**config.mk**
```make
export PLATFORM = sky130hd
export DESIGN_NAME = id_ex_operand_stage_flat
export DESIGN_NICKNAME = d
export VERILOG_FILES = /design/src/rtl/buraq_pipe_pkg.sv /design/src/rtl/id_ex_operand_stage_if.sv /design/src/rtl/id_ex_operand_stage_operand_select_mux.sv /design/src/rtl/id_ex_operand_stage.sv /design/src/flat_wrapper.sv
export SDC_FILE = /design/constraint.sdc
export NUM_CORES = 1
export LEC_CHECK = 0
export ABC_AREA = 1
export CAP_MARGIN = 20
export CORE_ASPECT_RATIO = 1.1
export CORE_MARGIN = 2
export CORE_UTILIZATION = 40
export DETAILED_ROUTE_END_ITERATION = 8
export GPL_TIMING_DRIVEN = 0
export HOLD_SLACK_MARGIN = 0.03
export PLACE_DENSITY = 0.77
export RECOVER_POWER = 100
export SETUP_SLACK_MARGIN = 0.15
export SYNTH_ARGS = -nofsm -noshare
export SYNTH_HDL_FRONTEND = slang
export SYNTH_HIERARCHICAL = 1
export SYNTH_SLANG_ARGS = --single-unit
```
**constraint.sdc**
```tcl
create_clock -name clk -period 1.5 [get_ports clk]
set_input_delay 0.3 -clock clk [delete_from_list [all_inputs] [get_ports clk]]
set_output_delay 0.3 -clock clk [all_outputs]
set_load 0.02 [all_outputs]
```
**src/rtl/buraq_pipe_pkg.sv**
```systemverilog
// Shared pipeline types: forwarding select codes and the load-use interlock states.
package buraq_pipe_pkg;

   typedef enum logic [3:0] {
      FWD_RF       = 4'b0000,
      FWD_WB       = 4'b0001,
      FWD_MEM_ALU  = 4'b0010,
      FWD_EX_LOAD  = 4'b0011,
      FWD_MEM_LOAD = 4'b0100,
      FWD_EX_ALU   = 4'b1000
   } fwd_sel_e;

   typedef enum logic [1:0] {
      RUN         = 2'd0,
      LOAD_BUBBLE = 2'd1,
      MEM_WAIT    = 2'd2
   } stall_state_e;

endpackage

```
**src/rtl/id_ex_operand_stage_if.sv**
```systemverilog
// ID/EX output bundle. Handshake: an instruction moves into EX on a rising edge
// where ex_valid=1 and ex_ready=1; while ex_ready=0 the stage holds every field stable.
interface id_ex_operand_stage_if #(
   parameter int DataWidth    = 32,
   parameter int RegAddrWidth = 5
);
   logic                    ex_valid;
   logic                    ex_ready;
   logic [DataWidth-1:0]    ex_operand_a;
   logic [DataWidth-1:0]    ex_operand_b;
   logic [RegAddrWidth-1:0] ex_rd;

   modport master (
      output ex_valid, ex_operand_a, ex_operand_b, ex_rd,
      input  ex_ready
   );

   modport slave (
      input  ex_valid, ex_operand_a, ex_operand_b, ex_rd,
      output ex_ready
   );
endinterface

```
**src/rtl/id_ex_operand_stage_operand_select_mux.sv**
```systemverilog
// Six-way operand steering for one operand; undefined codes fall back to the
// register file value and raise illegal.
module operand_select_mux
   import buraq_pipe_pkg::*;
#(
   parameter int DataWidth = 32
) (
   input  logic [3:0]           sel,
   input  logic [DataWidth-1:0] rf_data,
   input  logic [DataWidth-1:0] wb_data,
   input  logic [DataWidth-1:0] mem_alu_result,
   input  logic [DataWidth-1:0] ex_alu_result,
   input  logic [DataWidth-1:0] mem_load_data,
   output logic [DataWidth-1:0] data,
   output logic                 illegal
);

   always_comb begin
      data    = rf_data;
      illegal = 1'b0;
      case (sel)
         FWD_RF:       data = rf_data;
         FWD_WB:       data = wb_data;
         FWD_MEM_ALU:  data = mem_alu_result;
         FWD_EX_ALU:   data = ex_alu_result;
         FWD_MEM_LOAD: data = mem_load_data;
         // Load still in EX: value is meaningless, the interlock keeps it out of EX.
         FWD_EX_LOAD:  data = rf_data;
         default: begin
            data    = rf_data;
            illegal = 1'b1;
         end
      endcase
   end

endmodule

```
**src/rtl/id_ex_operand_stage.sv**
```systemverilog
// ID/EX operand stage: forwarding muxes, ID/EX register and the load-use interlock.
module id_ex_operand_stage
   import buraq_pipe_pkg::*;
#(
   parameter int DataWidth     = 32,
   parameter int RegAddrWidth  = 5,
   parameter int StallCntWidth = 16
) (
   input  logic                     clk,
   input  logic                     rst_n,
   input  logic                     id_valid,
   output logic                     id_ready,
   input  logic [DataWidth-1:0]     id_rs1_data,
   input  logic [DataWidth-1:0]     id_rs2_data,
   input  logic [RegAddrWidth-1:0]  id_rd,
   input  logic [3:0]               operand_a_ctrl,
   input  logic [3:0]               operand_b_ctrl,
   input  logic [DataWidth-1:0]     ex_alu_result,
   input  logic [DataWidth-1:0]     mem_alu_result,
   input  logic [DataWidth-1:0]     mem_load_data,
   input  logic                     mem_load_valid,
   input  logic [DataWidth-1:0]     wb_data,
   input  logic                     flush,
   id_ex_operand_stage_if.master    ex,
   output logic [1:0]               stall_state,
   output logic [StallCntWidth-1:0] stall_cycles,
   output logic                     illegal_ctrl
);

   logic [DataWidth-1:0] sel_a, sel_b;
   logic                 illegal_a, illegal_b;
   logic                 any_ex_load, any_mem_wait, need_stall;
   stall_state_e         state, state_next;

   operand_select_mux #(.DataWidth(DataWidth)) u_mux_a (
      .sel(operand_a_ctrl), .rf_data(id_rs1_data), .wb_data(wb_data),
      .mem_alu_result(mem_alu_result), .ex_alu_result(ex_alu_result),
      .mem_load_data(mem_load_data), .data(sel_a), .illegal(illegal_a)
   );

   operand_select_mux #(.DataWidth(DataWidth)) u_mux_b (
      .sel(operand_b_ctrl), .rf_data(id_rs2_data), .wb_data(wb_data),
      .mem_alu_result(mem_alu_result), .ex_alu_result(ex_alu_result),
      .mem_load_data(mem_load_data), .data(sel_b), .illegal(illegal_b)
   );

   assign any_ex_load  = (operand_a_ctrl == FWD_EX_LOAD) || (operand_b_ctrl == FWD_EX_LOAD);
   assign any_mem_wait = ((operand_a_ctrl == FWD_MEM_LOAD) || (operand_b_ctrl == FWD_MEM_LOAD))
                         && !mem_load_valid;
   assign need_stall   = id_valid && (any_ex_load || any_mem_wait);
   assign id_ready     = flush || (ex.ex_ready && !need_stall);
   assign stall_state  = state;

   // The FSM only reports the interlock phase; need_stall alone gates advancement.
   always_comb begin
      state_next = state;
      if (flush) begin
         state_next = RUN;
      end else if (ex.ex_ready) begin
         case (state)
            RUN, LOAD_BUBBLE: begin
               if (any_ex_load)       state_next = LOAD_BUBBLE;
               else if (any_mem_wait) state_next = MEM_WAIT;
               else                   state_next = RUN;
            end
            MEM_WAIT: state_next = any_mem_wait ? MEM_WAIT : RUN;
            default:  state_next = RUN;
         endcase
      end
   end

   always_ff @(posedge clk or negedge rst_n) begin
      if (!rst_n) begin
         state        <= RUN;
         ex.ex_valid     <= 1'b0;
         ex.ex_operand_a <= '0;
         ex.ex_operand_b <= '0;
         ex.ex_rd        <= '0;
         stall_cycles <= '0;
         illegal_ctrl <= 1'b0;
      end else begin
         state <= state_next;
         if (id_valid && (illegal_a || illegal_b)) illegal_ctrl <= 1'b1;
         if (flush) begin
            ex.ex_valid <= 1'b0;
         end else if (ex.ex_ready) begin
            if (need_stall) begin
               ex.ex_valid <= 1'b0;
               if (stall_cycles != '1)
                  stall_cycles <= stall_cycles + {{(StallCntWidth-1){1'b0}}, 1'b1};
            end else if (id_valid) begin
               ex.ex_valid     <= 1'b1;
               ex.ex_operand_a <= sel_a;
               ex.ex_operand_b <= sel_b;
               ex.ex_rd        <= id_rd;
            end else begin
               ex.ex_valid <= 1'b0;
            end
         end
      end
   end

endmodule

```
**src/flat_wrapper.sv**
```systemverilog
// flat-port wrapper written by rule: the top's interface ports become plain ports
module id_ex_operand_stage_flat import buraq_pipe_pkg::*;
#(
   parameter int DataWidth     = 32,
   parameter int RegAddrWidth  = 5,
   parameter int StallCntWidth = 16
)
  (clk, rst_n, id_valid, id_ready, id_rs1_data, id_rs2_data, id_rd, operand_a_ctrl, operand_b_ctrl, ex_alu_result, mem_alu_result, mem_load_data, mem_load_valid, wb_data, flush, stall_state, stall_cycles, illegal_ctrl, ex_ex_valid, ex_ex_operand_a, ex_ex_operand_b, ex_ex_rd, ex_ex_ready);
  id_ex_operand_stage_if #(.DataWidth(DataWidth), .RegAddrWidth(RegAddrWidth)) ex_i ();
  input  logic clk;
  input  logic rst_n;
  input  logic id_valid;
  output logic id_ready;
  input  logic [DataWidth-1:0] id_rs1_data;
  input  logic [DataWidth-1:0] id_rs2_data;
  input  logic [RegAddrWidth-1:0] id_rd;
  input  logic [3:0] operand_a_ctrl;
  input  logic [3:0] operand_b_ctrl;
  input  logic [DataWidth-1:0] ex_alu_result;
  input  logic [DataWidth-1:0] mem_alu_result;
  input  logic [DataWidth-1:0] mem_load_data;
  input  logic mem_load_valid;
  input  logic [DataWidth-1:0] wb_data;
  input  logic flush;
  output logic [1:0] stall_state;
  output logic [StallCntWidth-1:0] stall_cycles;
  output logic illegal_ctrl;
  output wire logic [$bits(ex_i.ex_valid)-1:0] ex_ex_valid;
  output wire logic [$bits(ex_i.ex_operand_a)-1:0] ex_ex_operand_a;
  output wire logic [$bits(ex_i.ex_operand_b)-1:0] ex_ex_operand_b;
  output wire logic [$bits(ex_i.ex_rd)-1:0] ex_ex_rd;
  input wire logic [$bits(ex_i.ex_ready)-1:0] ex_ex_ready;
  assign ex_ex_valid = ex_i.ex_valid;
  assign ex_ex_operand_a = ex_i.ex_operand_a;
  assign ex_ex_operand_b = ex_i.ex_operand_b;
  assign ex_ex_rd = ex_i.ex_rd;
  assign ex_i.ex_ready = ex_ex_ready;
  id_ex_operand_stage #(.DataWidth(DataWidth), .RegAddrWidth(RegAddrWidth), .StallCntWidth(StallCntWidth)) u_core (.clk(clk), .rst_n(rst_n), .id_valid(id_valid), .id_ready(id_ready), .id_rs1_data(id_rs1_data), .id_rs2_data(id_rs2_data), .id_rd(id_rd), .operand_a_ctrl(operand_a_ctrl), .operand_b_ctrl(operand_b_ctrl), .ex_alu_result(ex_alu_result), .mem_alu_result(mem_alu_result), .mem_load_data(mem_load_data), .mem_load_valid(mem_load_valid), .wb_data(wb_data), .flush(flush), .ex(ex_i), .stall_state(stall_state), .stall_cycles(stall_cycles), .illegal_ctrl(illegal_ctrl));
endmodule
```
==> results.txt <==
----------------------------------------------------
[Worst setup path]
  Crit path buffers/inverters ... 2
  Most frequent CP cell ... sky130_fd_sc_hd__buf_4
  Crit end category ... output pin
  Startpoint type of the worst setup path ... primary input
  Critical setup path kind ... primary input to output pin
  Data arrival, critical path ... roughly 1.2 ns
  Slowest-stage cell, CP ... sky130_fd_sc_hd__buf_4
  Crit Path Max Fanout ... 5
  Crit path largest cell delay ... 0.17 ns
  WP data required ... about 1.2 ns
  Ordered list of cells on the worst path ... buf_4 > nor2_2 > nand2_1 > nand2_2 > nand2_4 > a21oi_4 > o21bai_1 > buf_4
  CP delay by family, top ... simple AND/OR/NAND/NOR gates

[Synthesis]
  Seq/Total Area, Yosys ... 0.306
  Count of cell types in the netlist ... 33
  Share of async-settable or async-resettable flops after synthesis ... 1.00
  Most common flop cell mapped by yosys ... sky130_fd_sc_hd__dfrtp_1
  Share of Yosys cell area claimed by the top area cell type ... 0.306
  Yosys synthesis warning count ... 6
  EDFF count, synth ... 0
  Most area-consuming cells after synthesis ... sky130_fd_sc_hd__dfrtp_1 (31%), sky130_fd_sc_hd__nand3_1 (24%), sky130_fd_sc_hd__nand2_1 (21%), sky130_fd_sc_hd__nand4_1 (6.6%), sky130_fd_sc_hd__nor2_1 (4.7%)
  Cell taking the most area after synthesis ... sky130_fd_sc_hd__dfrtp_1
  Post-synthesis net count ... between 1000 and 1500
  Synthesized flop and latch total ... a little under 90
  Synth Area per Inst ... approximately 6.2 um^2
  Cells after Synth ... 1176
  Mapped cell area ... around 7300 um^2

[Power]
  Worst IR Drop VDD ... 0.000572 V
  Power density over the cells ... 804 nW/um^2
  Final Total Pwr ... about 0.0094 W
  Static Leak ... between 6 and 7 nW

[Detailed routing]
  Wire length per cell after detailed routing ... between 20 and 25 um
  Number of nets with antenna violations after routing ... 0
  Total Wirelength ... between 30 and 40 mm
  DRT Pass-1 Iters ... 5
  Count of routing violations after the opening detailed-route iteration ... between 1000 and 1500
  Per-cell via count in the routed design ... roughly 5.7
  Routed via count ... 10200
  Number of remaining DRC errors ... 0

[STA]
  Clk_skew ... slightly below 0.007 ns
  Post-layout worst setup margin ... -0.0290 ns
  Unrepaired setup endpoints after global routing ... true
  Fin. max-slew vios ... 0
  FMAX ... ~650 MHz
  Worst slew margin relative to its limit ... 0.523
  Final critical-path share of the clock period ... 1.02
  Measured slew at the worst slew-check pin ... between 0.7 and 0.8 ns
  Final critical delay including setup and external delays ... 1.53 ns
  Hold Fails Final Rpt ... 0
  Number of setup violations in the final report ... 2

[Global route]
  Global Route met2 Usage ... 0.601
  Via count of the first global-routing pass ... slightly below 10000
  Met3 Track Usage GR ... 0.0773
  GRT met1 Usage ... 0.464
  Largest net degree at the start of global routing ... 70
  Gr ovfl total ... 0
  Highest-utilization routing layer at the global route stage ... met2
  Wire length of the first global-routing pass ... 55.1 mm
  Global-route total usage across every layer ... 0.366
  Initial antenna violation count ... 7

[Finish]
  P&R area growth vs syn ... 59.8%
  Commonest cells after routing, fill and taps aside ... sky130_fd_sc_hd__nand2_1 (385), sky130_fd_sc_hd__nand3_1 (337), sky130_fd_sc_hd__clkdlybuf4s50_1 (197), sky130_fd_sc_hd__nand4_1 (77), sky130_fd_sc_hd__dfrtp_1 (77)
  Flip-flop and latch area ... 2240 um^2
  Final-stage net count ... around 1700
  Most frequent standard cell in the layout excluding fill and tap cells ... sky130_fd_sc_hd__nand2_1
  Area of all placed cells without fillers ... ~12000 um^2
  Combined area of the multi-input logic cells ... 4750 um^2
  FILL cells ... ~1600
  Fraction of layout cells with a size suffix above 1 ... 0.218

[Placed design]
  Post-detailed-placement half-perimeter wirelength ... roughly 28 mm
  Port Buffers ... 300
  Weighted congestion reported at the end of routability-driven placement ... about 0.99
  Worst slack at placement ... -1.25 ns
  Cell area reported after detailed placement ... 10600 um^2

[Min path]
  Path class of the lowest-slack min-delay path ... primary input to flip-flop

[Die]
  Die Ht ... about 150 um
  Initial standard-cell utilization of the core ... 0.409
  Die width ... 133 um
  Area of the die ... between 15000 and 20000 um^2
  Floorplan row count ... 51
  Core box area ... around 18000 um^2
  Ports placed on the boundary ... roughly 300

[Clock tree]
  Clock buffers created by TritonCTS ... 9
  Root buffer selected by CTS ... sky130_fd_sc_hd__clkbuf_16
  Clock-pin transition on the worst setup and hold timing paths ... around 0.070 ns
  Clock sink total ... 89
  Deepest clock path buffer count ... 2
  Source-to-sink clock delay at the later pin of the worst-skew pair ... ~0.36 ns
  Clock tree from TritonCTS ... built
  H-Tree Depth ... 3

[Run status]
  Result of the run ... finished, violations left
  Failing checks ... setup timing

[Flow run]
  # Max-Cap Violations ... 0

----------------------------------------------------
-- cells by family after synthesis --
group,count (synthesis),share of synthesized area
simple gates,950,0.597
buf+inv,121,0.0817
flops,89,0.306
compound gates,11,0.00927
xor+xnor,4,0.00481
fa+ha+maj,1,0.00172
-- flip-flops by register name (all words and copies together), names as in the netlist --
register                flops
u_core/ex.ex_rd             5
u_core/stall_state          2
u_core/ex.ex_operand_a     32
u_core/illegal_ctrl         1
u_core/ex.ex_operand_b     32
u_core/stall_cycles        16
u_core/ex.ex_valid          1
-- per-layer routing --
layer | share of wire | routed length (um) | vias up
li1 | - | - | 4685
met1 | 0.37 | 13800 | 4728
met2 | 0.47 | 17400 | 652
met3 | 0.11 | 3970 | 100
met4 | 0.046 | 1710 | 2
met5 | 0.00035 | 13 | -
-- power by group --
group / internal (W) / leakage, nW / total (W) / switching [W]
Clock: 0.00152 / 0.164 / 0.00261 / 0.00109
Sequential: 0.00283 / 1.12 / 0.00310 / 0.000272
Combinational: 0.00159 / 4.73 / 0.00366 / 0.00208
-- worst reg2reg max path, delay by kind of cell (launching register included) --
family,cells,cell delay [ns]
fa+ha+maj,1,0.18
buf+inv,3,0.36
flops,1,0.44
simple gates,5,0.43
-- repair_timing --
| action | in CTS | in global routing |
|---|---|---|
| endpoints found under the setup margin | 178 | 135 |
| hold buffers | 1 | 0 |
| buffers inserted | 31 | 12 |
| hold endpoints to repair | 20 | 0 |
| pin swaps | 15 | 16 |
| gates resized for setup | 344 | 151 |
| gates cloned | 2 | 2 |
-- cell usage after synthesis (2+ instances only) --
master and number:
sky130_fd_sc_hd__buf_6 2, sky130_fd_sc_hd__a21oi_1 4, sky130_fd_sc_hd__xnor2_1 2, sky130_fd_sc_hd__nand2_1 407, sky130_fd_sc_hd__dfrtp_1 89, sky130_fd_sc_hd__o21bai_1 2
sky130_fd_sc_hd__nand2_4 2, sky130_fd_sc_hd__nand3b_1 2, sky130_fd_sc_hd__inv_2 4, sky130_fd_sc_hd__nor2_8 2, sky130_fd_sc_hd__xor2_1 2, sky130_fd_sc_hd__nor2_2 9
sky130_fd_sc_hd__buf_4 6, sky130_fd_sc_hd__o21ai_0 3, sky130_fd_sc_hd__clkbuf_1 12, sky130_fd_sc_hd__nor2_1 92, sky130_fd_sc_hd__nand3_1 343, sky130_fd_sc_hd__nand2_2 11
sky130_fd_sc_hd__nand4_1 77, sky130_fd_sc_hd__inv_1 22, sky130_fd_sc_hd__buf_1 5, sky130_fd_sc_hd__buf_2 67
-- worst paths after layout --
check / startpoint / slack, ns / end / cells after the start
setup / recovery: operand_b_ctrl[0] / -0.03 / id_ready / 8
setup reg to reg: u_core/stall_cycles[0] / -0.03 / u_core/stall_cycles[3] / 9
min in group asynchronous: rst_n / 0.52 / u_core/ex.ex_operand_b[6] / 2
hold reg to reg: u_core/ex.ex_operand_b[15] / 0.47 / u_core/ex.ex_operand_b[15] / 2
max in group asynchronous: rst_n / 0.16 / u_core/stall_cycles[6] / 3
hold / removal: mem_load_valid / 0.32 / u_core/stall_state[1] / 4
-- stage by stage --
stage          instances   util  setup TNS [ns]  hold slack (ns)
2_1_floorplan       1176      -               0          0.00441
3_3_place_gp        1714  0.597         -361.21            0.453
3_5_place_dp        1715  0.598          -63.80            0.235
4_1_cts             1765  0.645          -0.169            0.379
5_1_grt             1784  0.654          -0.693            0.327
6_report            1786  0.654         -0.0557            0.324
-- final cells by class --
class,instances,share of cell area
Antenna cell,7,0.00150
Multi-Input combinational cell,966,0.408
Clock buffer,10,0.0205
Timing Repair Buffer,349,0.279
Tap cell,238,0.0256
Clock inverter,6,0.00773
Buffer,93,0.0547
Inverter,28,0.0107
Sequential cell,89,0.192
Power figures use the tool's default switching activity.
